## src/rtl/seq_alu.sv

```systemverilog
// ----------------------------------------------------------------------------
// seq_alu : sequential ALU with a valid/ready request port and a registered
//           result port.
//
// Single-cycle operations finish on the accept edge. MUL/MULH (shift-add) and
// DIVU/REMU (restoring division) produce one bit per cycle for WORD_WIDTH
// cycles.
//
// Ports
//   clk, rst                 clock, synchronous active-high reset
//   in_valid / in_ready      request handshake (operand1, operand2, opCode)
//   operand1, operand2       WORD_WIDTH unsigned operands
//   opCode                   OPCODE_WIDTH op select (only the low 4 bits decoded)
//   out_valid / out_ready    result handshake
//   result                   registered WORD_WIDTH result
//   zero/carry/neg/ovf_flag  registered flags, updated together with result
//
// Handshake: a transfer happens on a rising edge where valid and ready are
// both high. The producer holds its payload while valid is high and ready is
// low. in_ready is high only in IDLE, and out_valid only in DONE, so a result
// is consumed and the next request accepted on different edges.
//
// The FSM state is the internal signal state_q (type state_t).
// ----------------------------------------------------------------------------
module seq_alu #(
   parameter int WORD_WIDTH   = 8,
   parameter int OPCODE_WIDTH = 4
) (
   input  logic                    clk,
   input  logic                    rst,
   input  logic                    in_valid,
   output logic                    in_ready,
   input  logic [WORD_WIDTH-1:0]   operand1,
   input  logic [WORD_WIDTH-1:0]   operand2,
   input  logic [OPCODE_WIDTH-1:0] opCode,
   output logic                    out_valid,
   input  logic                    out_ready,
   output logic [WORD_WIDTH-1:0]   result,
   output logic                    zero_flag,
   output logic                    carry_flag,
   output logic                    neg_flag,
   output logic                    ovf_flag
);

   localparam int W   = WORD_WIDTH;
   localparam int SHW = $clog2(WORD_WIDTH);
   localparam int CW  = $clog2(WORD_WIDTH) + 1;

   localparam logic [3:0] OP_ADD  = 4'd0;
   localparam logic [3:0] OP_SUB  = 4'd1;
   localparam logic [3:0] OP_AND  = 4'd2;
   localparam logic [3:0] OP_OR   = 4'd3;
   localparam logic [3:0] OP_XOR  = 4'd4;
   localparam logic [3:0] OP_NOT  = 4'd5;
   localparam logic [3:0] OP_SHL  = 4'd6;
   localparam logic [3:0] OP_SHR  = 4'd7;
   localparam logic [3:0] OP_SRA  = 4'd8;
   localparam logic [3:0] OP_PASS = 4'd9;
   localparam logic [3:0] OP_MUL  = 4'd10;
   localparam logic [3:0] OP_MULH = 4'd11;
   localparam logic [3:0] OP_DIVU = 4'd12;
   localparam logic [3:0] OP_REMU = 4'd13;
   localparam logic [3:0] OP_SLTU = 4'd14;

   typedef enum logic [1:0] {
      IDLE = 2'd0,
      ITER = 2'd1,
      DONE = 2'd2
   } state_t;

   state_t            state_q,  state_d;
   logic [3:0]        op_q,     op_d;
   logic [W-1:0]      b_q,      b_d;
   logic [CW-1:0]     cnt_q,    cnt_d;
   logic [2*W-1:0]    acc_q,    acc_d;
   logic [W-1:0]      result_q, result_d;
   logic              zero_q,   zero_d;
   logic              carry_q,  carry_d;
   logic              neg_q,    neg_d;
   logic              ovf_q,    ovf_d;

   // ---------------------------------------------------------------------
   // Single-cycle datapath, evaluated on the live inputs in IDLE.
   // ---------------------------------------------------------------------
   logic [3:0]     op_in;
   logic [W:0]     add_full;
   logic [W:0]     sub_full;
   logic [SHW-1:0] sh_amt;
   logic [W-1:0]   alu_res;
   logic           alu_carry;
   logic           alu_ovf;
   logic           op_in_iter;

   always_comb begin
      op_in      = opCode[3:0];
      add_full   = {1'b0, operand1} + {1'b0, operand2};
      // Top bit of the widened difference is the borrow (operand1 < operand2).
      sub_full   = {1'b0, operand1} - {1'b0, operand2};
      sh_amt     = operand2[SHW-1:0];
      op_in_iter = (op_in == OP_MUL) || (op_in == OP_MULH) ||
                   (op_in == OP_DIVU) || (op_in == OP_REMU);
      alu_res    = '0;
      alu_carry  = 1'b0;
      alu_ovf    = 1'b0;
      case (op_in)
         OP_ADD: begin
            alu_res   = add_full[W-1:0];
            alu_carry = add_full[W];
            alu_ovf   = (operand1[W-1] == operand2[W-1]) &&
                        (add_full[W-1] != operand1[W-1]);
         end
         OP_SUB: begin
            alu_res   = sub_full[W-1:0];
            alu_carry = sub_full[W];
            alu_ovf   = (operand1[W-1] != operand2[W-1]) &&
                        (sub_full[W-1] != operand1[W-1]);
         end
         OP_AND:  alu_res = operand1 & operand2;
         OP_OR:   alu_res = operand1 | operand2;
         OP_XOR:  alu_res = operand1 ^ operand2;
         OP_NOT:  alu_res = ~operand1;
         OP_SHL:  alu_res = operand1 << sh_amt;
         OP_SHR:  alu_res = operand1 >> sh_amt;
         OP_SRA:  alu_res = W'($signed(operand1) >>> sh_amt);
         OP_PASS: alu_res = operand2;
         OP_SLTU: alu_res = {{(W-1){1'b0}}, (operand1 < operand2)};
         default: alu_res = '0;
      endcase
   end

   // ---------------------------------------------------------------------
   // Iterative datapath. acc_q = {high word, low word}; both algorithms
   // start from {0, operand1}.
   //   MUL : low word shifts out multiplier bits LSB first, partial product
   //         accumulates in the high word; after W steps acc = product.
   //   DIV : high word is the partial remainder, low word shifts dividend
   //         bits out MSB first and quotient bits in LSB first. A zero
   //         divisor always "fits", giving all-ones quotient and
   //         remainder = dividend with no special casing.
   // ---------------------------------------------------------------------
   logic           is_mul;
   logic [W:0]     mul_sum;
   logic [2*W-1:0] mul_next;
   logic [W:0]     div_shift;
   logic [W:0]     div_diff;
   logic           div_ge;
   logic [2*W-1:0] div_next;
   logic [2*W-1:0] step;
   logic [W-1:0]   fin_res;
   logic           fin_carry;

   always_comb begin
      is_mul    = (op_q == OP_MUL) || (op_q == OP_MULH);
      mul_sum   = {1'b0, acc_q[2*W-1:W]} + (acc_q[0] ? {1'b0, b_q} : '0);
      mul_next  = {mul_sum, acc_q[W-1:1]};
      div_shift = {acc_q[2*W-1:W], acc_q[W-1]};
      div_diff  = div_shift - {1'b0, b_q};
      div_ge    = (div_shift >= {1'b0, b_q});
      div_next  = {(div_ge ? div_diff[W-1:0] : div_shift[W-1:0]),
                   acc_q[W-2:0], div_ge};
      step      = is_mul ? mul_next : div_next;
      fin_carry = 1'b0;
      case (op_q)
         OP_MUL: begin
            fin_res   = step[W-1:0];
            fin_carry = |step[2*W-1:W];
         end
         OP_MULH: begin
            fin_res   = step[2*W-1:W];
            fin_carry = |step[2*W-1:W];
         end
         OP_DIVU: fin_res = step[W-1:0];
         default: fin_res = step[2*W-1:W];
      endcase
   end

   // ---------------------------------------------------------------------
   // FSM next state and register updates.
   // ---------------------------------------------------------------------
   always_comb begin
      state_d  = state_q;
      op_d     = op_q;
      b_d      = b_q;
      cnt_d    = cnt_q;
      acc_d    = acc_q;
      result_d = result_q;
      zero_d   = zero_q;
      carry_d  = carry_q;
      neg_d    = neg_q;
      ovf_d    = ovf_q;
      case (state_q)
         IDLE: begin
            if (in_valid) begin
               op_d = op_in;
               b_d  = operand2;
               if (op_in_iter) begin
                  state_d = ITER;
                  cnt_d   = '0;
                  acc_d   = {{W{1'b0}}, operand1};
               end else begin
                  state_d  = DONE;
                  result_d = alu_res;
                  zero_d   = (alu_res == '0);
                  carry_d  = alu_carry;
                  neg_d    = alu_res[W-1];
                  ovf_d    = alu_ovf;
               end
            end
         end
         ITER: begin
            acc_d = step;
            cnt_d = cnt_q + 1'b1;
            // Step W is taken on this edge; publish its outcome directly.
            if (cnt_q == CW'(W - 1)) begin
               state_d  = DONE;
               cnt_d    = '0;
               result_d = fin_res;
               zero_d   = (fin_res == '0);
               carry_d  = fin_carry;
               neg_d    = fin_res[W-1];
               ovf_d    = 1'b0;
            end
         end
         DONE: begin
            if (out_ready) state_d = IDLE;
         end
         default: state_d = IDLE;
      endcase
   end

   always_ff @(posedge clk) begin
      if (rst) begin
         state_q  <= IDLE;
         op_q     <= '0;
         b_q      <= '0;
         cnt_q    <= '0;
         acc_q    <= '0;
         result_q <= '0;
         zero_q   <= 1'b0;
         carry_q  <= 1'b0;
         neg_q    <= 1'b0;
         ovf_q    <= 1'b0;
      end else begin
         state_q  <= state_d;
         op_q     <= op_d;
         b_q      <= b_d;
         cnt_q    <= cnt_d;
         acc_q    <= acc_d;
         result_q <= result_d;
         zero_q   <= zero_d;
         carry_q  <= carry_d;
         neg_q    <= neg_d;
         ovf_q    <= ovf_d;
      end
   end

   assign in_ready   = (state_q == IDLE);
   assign out_valid  = (state_q == DONE);
   assign result     = result_q;
   assign zero_flag  = zero_q;
   assign carry_flag = carry_q;
   assign neg_flag   = neg_q;
   assign ovf_flag   = ovf_q;

endmodule

```

## config.mk

```make
export PLATFORM = sky130hd
export DESIGN_NAME = seq_alu
export DESIGN_NICKNAME = d
export VERILOG_FILES = /design/src/rtl/seq_alu.sv
export SDC_FILE = /design/constraint.sdc
export NUM_CORES = 1
export LEC_CHECK = 0
export ABC_AREA = 1
export CAP_MARGIN = 25
export CORE_ASPECT_RATIO = 0.5
export CORE_UTILIZATION = 55
export DETAILED_ROUTE_END_ITERATION = 8
export GPL_TIMING_DRIVEN = 0
export PLACE_DENSITY = 0.79
export SYNTH_ARGS = -nofsm -noshare
export SYNTH_HDL_FRONTEND = slang
export SYNTH_SLANG_ARGS = --single-unit
```

## constraint.sdc

```tcl
create_clock -name clk -period 2.5 [get_ports clk]
set_input_delay 0.5 -clock clk [delete_from_list [all_inputs] [get_ports clk]]
set_output_delay 0.5 -clock clk [all_outputs]
set_load 0.02 [all_outputs]
```

==> results of run 1 <==
## worst min path at each step
stage              from       end  slack [ps]  cells after the start
2_1_floorplan  cnt_q[2]  cnt_q[2]         450                      1
3_3_place_gp   ovf_flag  ovf_flag         460                      2
3_5_place_dp   ovf_flag  ovf_flag         460                      2
4_1_cts        ovf_flag  ovf_flag         470                      2
5_1_grt        cnt_q[2]  cnt_q[2]         520                      1
6_report       ovf_flag  ovf_flag         470                      2
## Yosys cell counts (3+ instances only)
library cell	n	area share (%)
a21oi_1	68	6.7
inv_1	109	8.1
or2_2	5	0.62
o21ai_1	4	0.40
a21o_1	3	0.45
a21oi_2	3	0.52
nand3b_1	6	0.89
dfxtp_1	45	18
nand3_1	98	9.7
o21a_1	5	0.74
nand2_2	4	0.50
fa_1	4	1.6
a22oi_1	4	0.59
nor2_1	70	5.2
mux2i_1	3	0.59
o21ai_0	36	3.6
xor2_1	3	0.52
o211ai_1	4	0.59
clkbuf_1	13	0.97
nor3_1	8	0.79
ha_1	42	10
a31oi_1	6	0.74
inv_2	4	0.30
nand2_1	279	21
nand4_1	22	2.7
buf_2	11	1.1
## timing repair
action	4_1_cts	5_1_grt
buffers inserted	0	7
resized for setup	42	55
endpoints found under the setup margin	11	10
cloned	0	1
pin swaps	0	4
## metal layers
metal  GRT usage [%]  wire [um]  vias up
met5               0          0        -
met2            55.7       7410      327
met1            48.1       7230     2783
met4            9.89        461        0
met3            4.31       1530       41
li1                -          -     2971
## tightest hold or removal path, delay by kind of cell (launching register included)
kind	cells	cell delay, ps
AO/OA/AOI/OAI	1	50
flip-flops	1	310
AND/OR/NAND/NOR	1	60
## area by class of cell
class | count | area [um2]
flip-flops and latches | 45 | 905
well taps | 117 | 146
fillers | 834 | 2930
clock inverters | 3 | 21.3
inverters | 114 | 439
clock buffers | 5 | 125
repair buffers | 44 | 387
plain buffers | 24 | 125
multi-input cells | 694 | 3720
## logic make-up after synthesis
kind of cell,after synthesis,synth area share [%]
xor gates and xnor gates,5,0.868
and+or+nand+nor,500,42.7
buffers and inverters,139,10.7
adders and majority gates,46,12.0
DFF,45,17.8
AOI/OAI and AO/OA,139,15.4
muxes,3,0.595
## flip-flops by register name, summed over array words and instances, names as in the netlist
| name | flops |
|---|---|
| acc_q | 16 |
| b_q | 8 |
| result | 8 |
| cnt_q | 4 |
| op_q | 4 |
| state_q | 2 |
| carry_flag | 1 |
| ovf_flag | 1 |
| zero_flag | 1 |
## power by group
group          internal, mW  total [mW]  switching (mW)  leakage, nW
registers             0.771       0.813          0.0425        0.368
clock network         0.372       0.664           0.292       0.0702
logic                 0.467        1.36           0.894         2.48
total                  1.61        2.84            1.23         2.92
## stage by stage
| stage | power (mW) | area (um2) | util (%) | hold slack (ps) | std cells |
|---|---|---|---|---|---|
| after floorplan | 1.70 | 5050 | - | 447 | 877 |
| after global placement | 2.04 | 5570 | 63.3 | 457 | 1031 |
| after detailed placement | 2.07 | 5570 | 63.3 | 462 | 1031 |
| after CTS | 2.73 | 5740 | 65.3 | 471 | 1038 |
| after global routing | 3.02 | 5870 | 66.7 | 522 | 1046 |
| final | 2.84 | 5870 | 66.7 | 469 | 1046 |
==> results.sh, run 1 <==
export IMPL_status="complete, no violations"
export IMPL_die_y_um=69.7
export IMPL_drt_total_wl_um=16600
export IMPL_route_vias_total=6122
export IMPL_final_common_cell="nand2_1"
export IMPL_synth_main_ff_cell="dfxtp_1"
export IMPL_hp_class="reg2reg"
export IMPL_htree_levels=2
export IMPL_cp_depth=14
export IMPL_timing_rr_end="zero_flag"
export IMPL_final_cell_mix="nand2_1 (277), inv_1 (103), nand3_1 (95), nor2_1 (67), a21oi_1 (64)"
export IMPL_clkSlewWorstSetupHoldPaths_ps=70
export IMPL_crit_path_start="operand1[7]"
export IMPL_routedWlPerCell_um=15.9
export IMPL_design_core_area_mm2=0.00880
export IMPL_max_vdd_ir_drop_mv=0.314
export IMPL_slew_headroom_pct=60.1
export IMPL_synth_edff_count=0
export IMPL_crit_chain="clkdlybuf4s50_1 -> buf_6 -> clkinvlp_4 -> ha_4 -> nand2_1 -> o21ai_0 -> nand3b_1 -> nor2_1 -> nand3_1 -> nor2_1 -> nand3_1 -> nand2_1 -> inv_1 -> a21oi_1"
export IMPL_end_kind="flip-flop"
export IMPL_place_congestion=1.03
export IMPL_rows=24
export IMPL_num_antenna_cells=0
export IMPL_numCtsBuffers=5
export IMPL_synth_cell_types=39
export IMPL_r2r_cells=16
export IMPL_crit_buf_inv=4
export IMPL_grt_pass1_wl_um=25900
export IMPL_finClkSkew_ps=6.77
export IMPL_tritoncts="built"
export IMPL_route_detailed_drc=0
export IMPL_grt_max_degree=16
export IMPL_ys_warn_count=0
export IMPL_hold_violations=0
export IMPL_netlist_instances=877
export IMPL_final_setup_worst_slack_ps=80.4
export IMPL_dpl_hpwl_um=13000
export IMPL_viasPerCell=5.85
export IMPL_overflow=0
export IMPL_ys_seq_elements=45
export IMPL_dieWidth_um=137
export IMPL_critical_path_max_fanout=7
export IMPL_arrival_ps=2640
export IMPL_pre_cts_slack_ps=-934
export IMPL_rsz0062_at_grt="true"
export IMPL_powerDensity_mw_per_mm2=483
export IMPL_drt_pass1_iter_count=5
export IMPL_rrSetupSlack_ps=130
export IMPL_fin_crit_ps=2420
export IMPL_critPathTopFamily="buffers and inverters"
export IMPL_r2r_start="acc_q[0]"
export IMPL_finalSetupViolations=0
export IMPL_cp_endpoint="zero_flag"
export IMPL_crit_type="in2reg"
export IMPL_syn_area_mm2=0.00505
export IMPL_ctsHoldBuffers=0
export IMPL_grt_pass1_vias=5248
export IMPL_syn_to_final_growth_pct=16.3
export IMPL_dr_first_iter_drc_count=624
export IMPL_p_leak_nw=2.92
export IMPL_finalCritPeriodShare_pct=96.8
export IMPL_tightest_slew_ps=597
export IMPL_critPathSlowestCell="clkdlybuf4s50_1"
export IMPL_layout_nets=998
export IMPL_ant_nets=0
export IMPL_async_flop_share_pct=0
export IMPL_cp_start_kind="input pin"
export IMPL_report_final_slew_viol_count=0
export IMPL_die_area_mm2=0.00959
export IMPL_clock_path_buffers=2
export IMPL_port_buffers=37
export IMPL_critPathMaxStageDelay_ps=530
export IMPL_clk_insertion_delay_late_ps=290
export IMPL_initial_utilization_pct=57.4
export IMPL_cts_root_buf="clkbuf_16"
export IMPL_synth_nets=947
export IMPL_cts_sinks=45
export IMPL_worst_ep_required_time_ps=2720
export IMPL_drive_above_1_share_pct=9.58
export IMPL_synth_seq_area_share_pct=17.8
export IMPL_cap_violations=0
export IMPL_io_pins=38
export IMPL_fmax_mhz=413
export IMPL_syn_mean_instance_area_um2=5.76
export IMPL_antenna_found_initial=0
export IMPL_grt_total_usage_pct=34.6
export IMPL_fin_setup_tns_ps=0
Power figures use the tool's default switching activity.
==> run 2: changes to the inputs <==
GPL_TIMING_DRIVEN = 1   (was 0)
==> run 2 against run 1 <==
  * Die area is the same
  * Wire length increased by 10%
  * Global-route usage is 4.0 points higher
  * Clock skew grew 1.6 ps
  * Via count increased by 6.0%
==> results.sh, run 2 (synthesis gave the netlist of run 1 again) <==
export IMPL_status="complete, no violations"
export IMPL_ant_nets=0
export IMPL_clk_insertion_delay_late_ps=290
export IMPL_final_setup_worst_slack_ps=54.0
export IMPL_finClkSkew_ps=8.37
export IMPL_nFillCells=751
export IMPL_dieWidth_um=137
export IMPL_hold_depth=2
export IMPL_die_y_um=69.7
export IMPL_design_area_mm2=0.00666
export IMPL_place_congestion=1.04
export IMPL_final_cell_mix="nand2_1 (276), buf_4 (112), inv_1 (107), nand3_1 (92), a21oi_1 (66)"
export IMPL_fin_setup_tns_ps=0
export IMPL_p_leak_nw=3.39
export IMPL_fin_crit_ps=2450
export IMPL_placed_cell_area_mm2=0.00633
export IMPL_numCtsBuffers=5
export IMPL_tritoncts="built"
export IMPL_combPwrFrac_pct=49.0
export IMPL_critPathMaxStageDelay_ps=450
export IMPL_rows=24
export IMPL_swShare_pct=41.4
export IMPL_report_final_slew_viol_count=0
export IMPL_antenna_found_initial=0
export IMPL_drt_pass1_iter_count=8
export IMPL_dpl_hpwl_um=14400
export IMPL_clock_path_buffers=2
export IMPL_r2r_start="b_q[1]"
export IMPL_critPathSlowestCell="clkdlybuf4s50_1"
export IMPL_cts_root_buf="clkbuf_16"
export IMPL_hold_end="ovf_flag"
export IMPL_slew_headroom_pct=66.7
export IMPL_finalCritPeriodShare_pct=97.8
export IMPL_clkPwrFrac_pct=24.9
export IMPL_grt_max_degree=23
export IMPL_route_detailed_drc=0
export IMPL_pre_cts_slack_ps=-409
export IMPL_hold_violations=0
export IMPL_fmax_mhz=409
export IMPL_design_core_area_mm2=0.00880
export IMPL_cap_violations=0
export IMPL_final_cells=1129
export IMPL_arrival_ps=2670
export IMPL_powerDensity_mw_per_mm2=469
export IMPL_drt_total_wl_um=18300
export IMPL_num_antenna_cells=0
export IMPL_port_buffers=37
export IMPL_critical_path_max_fanout=2
export IMPL_end_kind="flip-flop"
export IMPL_power_switching_mw=1.29
export IMPL_dp_cells=1119
export IMPL_grt_pass1_vias=5847
export IMPL_seqPwrFrac_pct=26.1
export IMPL_layout_nets=1081
export IMPL_drive_above_1_share_pct=17.5
export IMPL_crit_chain="clkdlybuf4s50_1 -> inv_1 -> buf_4 -> ha_1 -> inv_1 -> o21bai_1 -> inv_1 -> nand3_1 -> nand2_1 -> nand3_1 -> nand4_1 -> nor2_1 -> nand3_1 -> nand2_1 -> inv_1 -> a21oi_1"
export IMPL_syn_to_final_growth_pct=31.8
export IMPL_route_vias_total=6492
export IMPL_grt_total_usage_pct=38.6
export IMPL_rsz0062_at_grt="true"
export IMPL_final_common_cell="nand2_1"
export IMPL_cp_start_kind="input pin"
export IMPL_post_route_util_pct=75.6
export IMPL_largest_register="acc_q"
export IMPL_initial_utilization_pct=57.4
export IMPL_p_total_mw=3.12
export IMPL_crit_type="in2reg"
export IMPL_dr_first_iter_drc_count=771
export IMPL_largest_reg_flops=16
export IMPL_ctsHoldBuffers=0
export IMPL_r2r_cells=15
export IMPL_cts_sinks=45
export IMPL_overflow=0
export IMPL_clkSlewWorstSetupHoldPaths_ps=70
export IMPL_timing_rr_end="zero_flag"
export IMPL_max_vdd_ir_drop_mv=0.357
export IMPL_hold_ws_ps=478
export IMPL_tightest_slew_ps=499
export IMPL_viasPerCell=5.75
export IMPL_die_area_mm2=0.00959
export IMPL_finalSetupViolations=0
export IMPL_routedWlPerCell_um=16.2
export IMPL_intPower_mw=1.83
export IMPL_min_from="ovf_flag"
export IMPL_rrSetupSlack_ps=70
export IMPL_io_pins=38
export IMPL_cpMostUsedCell="inv_1"
export IMPL_worst_ep_required_time_ps=2720
export IMPL_grt_pass1_wl_um=28600
export IMPL_htree_levels=2
export IMPL_hp_class="reg2reg"
[run 2: cell count changes in the layout (fill, tap and decap cells not counted), sizes merged]
cell / delta
clkinv: -1
clkbuf: -19
dlygate4sd2: +1
dlymetal6s2s: -3
clkdlybuf4s50: +12
clkinvlp: -2
inv: +1
buf: +94
bufinv: +1
nand2: -1
[run 2: worst max-delay path, delay by kind of cell]
| family | cells | cell delay (ps) |
|---|---|---|
| AOI/OAI and AO/OA | 2 | 330 |
| buffers and inverters | 6 | 930 |
| and+or+nand+nor | 7 | 730 |
| adders and majority gates | 1 | 180 |
[run 2: area by class of cell]
cell class | count | area, um2 | share of cell area [%]
Clock buffer | 6 | 129 | 1.94
Clock inverter | 2 | 38.8 | 0.583
Inverter | 114 | 428 | 6.43
Multi-Input combinational cell | 693 | 3750 | 56.3
Sequential cell | 45 | 903 | 13.6
Tap cell | 117 | 146 | 2.20
Timing Repair Buffer | 152 | 1260 | 18.9
[run 2: worst max path at each step]
stage                endpoint         from  depth (start not counted)
floorplan           zero_flag  operand2[2]                         18
global placement    zero_flag  operand1[1]                         16
detailed placement  zero_flag  operand1[1]                         15
CTS                 zero_flag  operand2[2]                         15
global route        zero_flag  operand1[2]                         18
finish              zero_flag  operand2[3]                         16
[run 2: power groups by stage]
stage	clock network [mW]	registers [mW]	logic, mW
final	0.777	0.814	1.53
after global routing	0.799	0.818	1.67
after CTS	0.768	0.811	1.43
after floorplan	0	0.831	0.871
after global placement	0	0.825	1.38
after detailed placement	0	0.827	1.40
[run 2: layer usage]
metal | wire length [um] | vias to the layer above | global-route usage (%)
met4 | 517 | 0 | 12.0
met1 | 8040 | 2939 | 53.2
met5 | 0 | - | 0
met3 | 1730 | 60 | 5.12
li1 | - | 3132 | -
met2 | 7990 | 361 | 62.1
[run 2: timing repair]
item / 4_1_cts / 5_1_grt
pin swaps: 4 / 4
setup endpoints to repair: 3 / 9
resized for setup: 12 / 33
setup buffers: 1 / 1
==> variant 1 (flow settings as in run 1) <==
Change the parameter `WORD_WIDTH` from 8 to 16.
--- a/src/rtl/seq_alu.sv
+++ b/src/rtl/seq_alu.sv
@@ -24,5 +24,5 @@
 // ----------------------------------------------------------------------------
 module seq_alu #(
-   parameter int WORD_WIDTH   = 8,
+   parameter int WORD_WIDTH   = 16,
    parameter int OPCODE_WIDTH = 4
 ) (
Ports: changed (resized operand1, operand2 and result); port bits go from 38 to 62. The function was not compared with the original's and may differ.
==> variant 1 against run 1 <==
- critical path depth rose by 3
- the run now ends with negative setup slack left
- fmax fell by 11%
- total power rose to 3.3 times the old value
- clock power up 87%
- highest routed layer unchanged
- worst setup slack got worse by 0.29 ns
- register-to-register slack worse by 0.34 ns
- design area rose by 130%
- non-clock buffer count increased by 134
- cell count up 120%
- largest power group unchanged
- first-iteration DRC count is 150% higher
- area after synthesis is 110% higher
- wire length grew to 2.7 times the old value
- sequential cell count increased by 33
==> variant 1: results (changes against run 1) <==
| Metric | Value |
|---|---|
| Status | `complete, but fails checks` |
| Failing checks | `negative setup slack` |
| Comb power | `6.35 mW (+370%)` |
| Placed cell areas | `0.0114 mm^2 (+110%)` |
| GRT met3 Usage | `0.0980 (+0.0549)` |
| Final Setup Violations | `7 (+7)` |
| Vias in the first global route | `12400 (+140%)` |
| WL met3 | `5900 um (+280%)` |
| Slew headroom | `0.519 (-0.0818)` |
| Dpl cells | `2176 (+110%)` |
| CTS buffer count | `9 (+4)` |
| Sequential area share after synthesis | `0.150 (-0.0283)` |
| First-pass GRT wire length | `66900 um (+160%)` |
| Post-synthesis adder-cell area fraction | `0.114 (-0.00642)` |
| Layout buffer count excluding clock buffers | `202 (+200%)` |
| Buffering overhead | `0.119 (+0.0320)` |
| Comb_multi_in | `1476 (+110%)` |
| Global-route usage over all layers | `0.442 (+0.0957)` |
| Synth Area in XOR/XNOR | `0.00421 (-0.00446)` |
| Maximum VDD drop | `464 uV (+48%)` |
| Post-CTS Setup Bufs | `36 (+36)` |
| Worst Slack Setup Final | `-0.207 ns (-0.287 ns)` |
| Seq/total area | `0.119 (-0.0347)` |
| H-tree depth reported by CTS | `3 (+1)` |
| Met2 WL | `19300 um (+160%)` |
| Clock latency on the worst-skew pair | `0.34 ns (+0.05 ns)` |
| Sink Count | `78 (+73%)` |
| Share of layout cells above drive strength 1 | `0.251 (+0.155)` |
| Post-DP HPWL | `33200 um (+160%)` |
| Leakage power figure | `6.42 nW (+120%)` |
| Worst r2r dst | `carry_flag` |
variant 1: cell types whose count changed after synthesis, moves of 12 or more:
cell / delta
buf_2: +16
o22ai_1: +16
clkbuf_1: +20
nor3_1: +13
ha_1: +46
o21ai_0: +70
a21oi_1: +87
inv_1: +103
nor2_1: +130
dfxtp_1: +33
nand3_1: +91
nand4_1: +12
nand2_1: +242
variant 1: metrics by stage:
stage	setup WS, ns	utilization
6_report	-0.207	0.740
4_1_cts	-0.135	0.691
3_3_place_gp	-1.46	0.618
2_1_floorplan	0.00284	-
5_1_grt	-0.349	0.740
3_5_place_dp	-1.46	0.618
variant 1: how the worst max path moves through the flow:
stage / from / to / cells past startpoint
final: b_q[8] / carry_flag / 17
after global placement: operand2[3] / zero_flag / 21
after floorplan: operand2[3] / zero_flag / 20
after global routing: b_q[8] / zero_flag / 19
after detailed placement: operand2[3] / zero_flag / 21
after CTS: acc_q[0] / zero_flag / 21
==> variant 2 (settings of run 1) <==
Made on the original files. Re-encode `state_t` (3 states) as one-hot, 3 bits wide.
--- a/src/rtl/seq_alu.sv
+++ b/src/rtl/seq_alu.sv
@@ -63,8 +63,8 @@
    localparam logic [3:0] OP_SLTU = 4'd14;
 
-   typedef enum logic [1:0] {
-      IDLE = 2'd0,
-      ITER = 2'd1,
-      DONE = 2'd2
+   typedef enum logic [2:0] {
+      IDLE = 3'b001,
+      ITER = 3'b010,
+      DONE = 3'b100
    } state_t;
 
Check against the original RTL: same outputs for any inputs over 4 cycles, from zero or initial values and one cycle with rst high; so few cycles prove little.
==> variant 2 against run 1 <==
- synthesized cell count decreased by 0.11%
- sequential cell count is 1 higher
- wire length increased by 2.1%
- global-route usage increased by 0.60 points
- utilization increased by 1.8 points
- sequential share of layout area shrank 0.20 points
- design area is 3.7% higher
- critical endpoint is now result[7]
- worst setup slack gained 0.049 ns
- area after synthesis is 1.8% higher
- highest routed layer unchanged
- critical path depth is 1 higher
Power is not compared: it rests on default switching activity, and its combinational part moved more than twofold at a synthesized area within 25%.
==> variant 2: results (changes against run 1) <==
| Metric | Value |
|---|---|
| Synth Area in Compound Gates | `0.167 (+0.0131)` |
| Gpl congestion | `0.969 (-6.2%)` |
| Diode count | `0 (unchanged)` |
| DRT Pass-1 Iters | `8 (+3)` |
| First-pass GRT wire length | `27200 um (+4.9%)` |
| H-tree depth reported by CTS | `2 (unchanged)` |
| Port Buf Inserts | `36 (-2.7%)` |
| Clock Skews | `0.00596 ns (-0.000809 ns)` |
| Post-Syn Nets | `946 (-0.11%)` |
| Nets | `998 (unchanged)` |
| Critical path's slowest cell | `dfxtp_1` |
| Startpoint types | `register` |
| Last element of the critical path | `result[7]` |
| Vias in the first global route | `5532 (+5.4%)` |
| Post-synth top cells | `nand2_1, inv_1, nand3_1` |
| Clock root buffer | `clkbuf_16` |
| Reg2Reg Launch Point | `acc_q[9]` |
| Ranking of synthesized cells by area | `dfxtp_1, nand2_1, ha_1` |
| Post-synthesis mux area share | `0 (-0.00595)` |
| Global-route usage over all layers | `0.352 (+0.00600)` |
| WL final | `17000 um (+2.1%)` |
| CP peak stage delay | `0.48 ns (-0.05 ns)` |
| FF-to-FF setup slack | `0.13 ns (about the same)` |
| Pin count of the biggest net entering global routing | `14 (-2)` |
| Clock latency on the worst-skew pair | `0.29 ns (about the same)` |
| Synth async-reset ratio | `0 (unchanged)` |
| Post-synthesis adder-cell area fraction | `0.118 (-0.00216)` |
| Yosys warns | `0 (unchanged)` |
| CP Max Fanout | `10 (+3)` |
| Yosys cell types | `50 (+28%)` |
| Synth Area in XOR/XNOR | `0.0136 (+0.00495)` |
| Initial antenna violation count | `0 (unchanged)` |
| CTS buffer count | `5 (unchanged)` |
| Initial drt markers | `685 (+9.8%)` |
| Slew headroom | `0.593 (-0.00805)` |
| Sequential area share after synthesis | `0.179 (+0.000680)` |
| Min-delay src | `ovf_flag` |
| CTS max path bufs | `2 (unchanged)` |
| Post-DP HPWL | `13200 um (+2.0%)` |
| Final Hold Fails | `0 (unchanged)` |
| Vias | `6092 (-0.49%)` |
| FF-to-FF path depth | `15 (-1)` |
| Worst-path clk slew | `0.06 ns` |
| HP Class | `register to register` |
| Status | `finished clean` |
| Share of layout cells above drive strength 1 | `0.133 (+0.0377)` |
[variant 2: cell count changes in the layout (fill, tap and decap cells not counted), moves of 7 or more]
| cell | run 1 | this run |
|---|---|---|
| nor2_2 | 4 | 11 |
| a211oi_1 | 0 | 10 |
| nand3_1 | 95 | 85 |
| nor2_1 | 67 | 75 |
| nand2_1 | 277 | 240 |
| clkbuf_2 | 4 | 11 |
| o21ai_0 | 34 | 47 |
[variant 2: how the worst min path moves through the flow]
stage               end  slack (ns)  depth (start not counted)
3_3_place_gp   cnt_q[3]        0.45                          1
6_report       ovf_flag        0.47                          2
4_1_cts        cnt_q[3]        0.47                          1
5_1_grt        cnt_q[3]        0.48                          1
3_5_place_dp   cnt_q[3]        0.46                          1
2_1_floorplan  cnt_q[3]        0.43                          1
[variant 2: per-stage QoR]
stage / hold WS [ns] / std cells / area, um^2 / power, mW / setup slack [ns]
global route: 0.483 / 1046 / 6090 / 5.16 / -0.0414
CTS: 0.469 / 1039 / 5900 / 4.48 / 0.00711
floorplan: 0.430 / 876 / 5140 / 2.98 / 0.0222
finish: 0.469 / 1046 / 6090 / 4.79 / 0.130
global placement: 0.446 / 1029 / 5650 / 3.67 / -0.994
detailed placement: 0.458 / 1029 / 5650 / 3.71 / -0.988
[variant 2: per-layer routing]
metal  global-route usage  vias to the layer above  wire length, um
met2                0.597                      295             7580
met5                    0                        -                0
met3               0.0453                       32             1590
met1                0.471                     2784             7450
met4                0.102                        0              368
li1                     -                     2981                -
[variant 2: what timing repair did]
action                     in CTS  in global routing
cloned                          0                  0
setup endpoints to repair      13                 10
gates resized for setup        44                 77
buffers inserted                3                  7
pin swaps                       3                 14
[variant 2: cell families (layout without fill, tap and decap cells)]
group,count (synthesis),after routing
compound gates,150,150
simple gates,480,480
fa+ha+maj,46,46
flops,46,46
xor+xnor,8,8
buf+inv,146,199
[variant 2: final cells by class]
class	count	area [um^2]
multi-input cells	684	3850
flip-flops and latches	46	926
plain buffers	28	184
fillers	853	2800
well taps	117	146
clock inverters	1	30.0
inverters	117	442
repair buffers	46	377
clock buffers	7	133
[variant 2: critical path: cells and delay by family, from the launching register on]
family / cells / cell delay (ns)
adders and majority gates: 1 / 0.26
and+or+nand+nor: 11 / 1.11
AOI/OAI and AO/OA: 1 / 0.18
buffers and inverters: 2 / 0.28
DFF: 1 / 0.48
[variant 2: report_power, final]
| part | leakage (nW) | internal, mW | switching [mW] |
|---|---|---|---|
| Clock | 0.0781 | 0.473 | 0.282 |
| Combinational | 2.53 | 1.11 | 1.91 |
| Sequential | 0.377 | 0.908 | 0.114 |
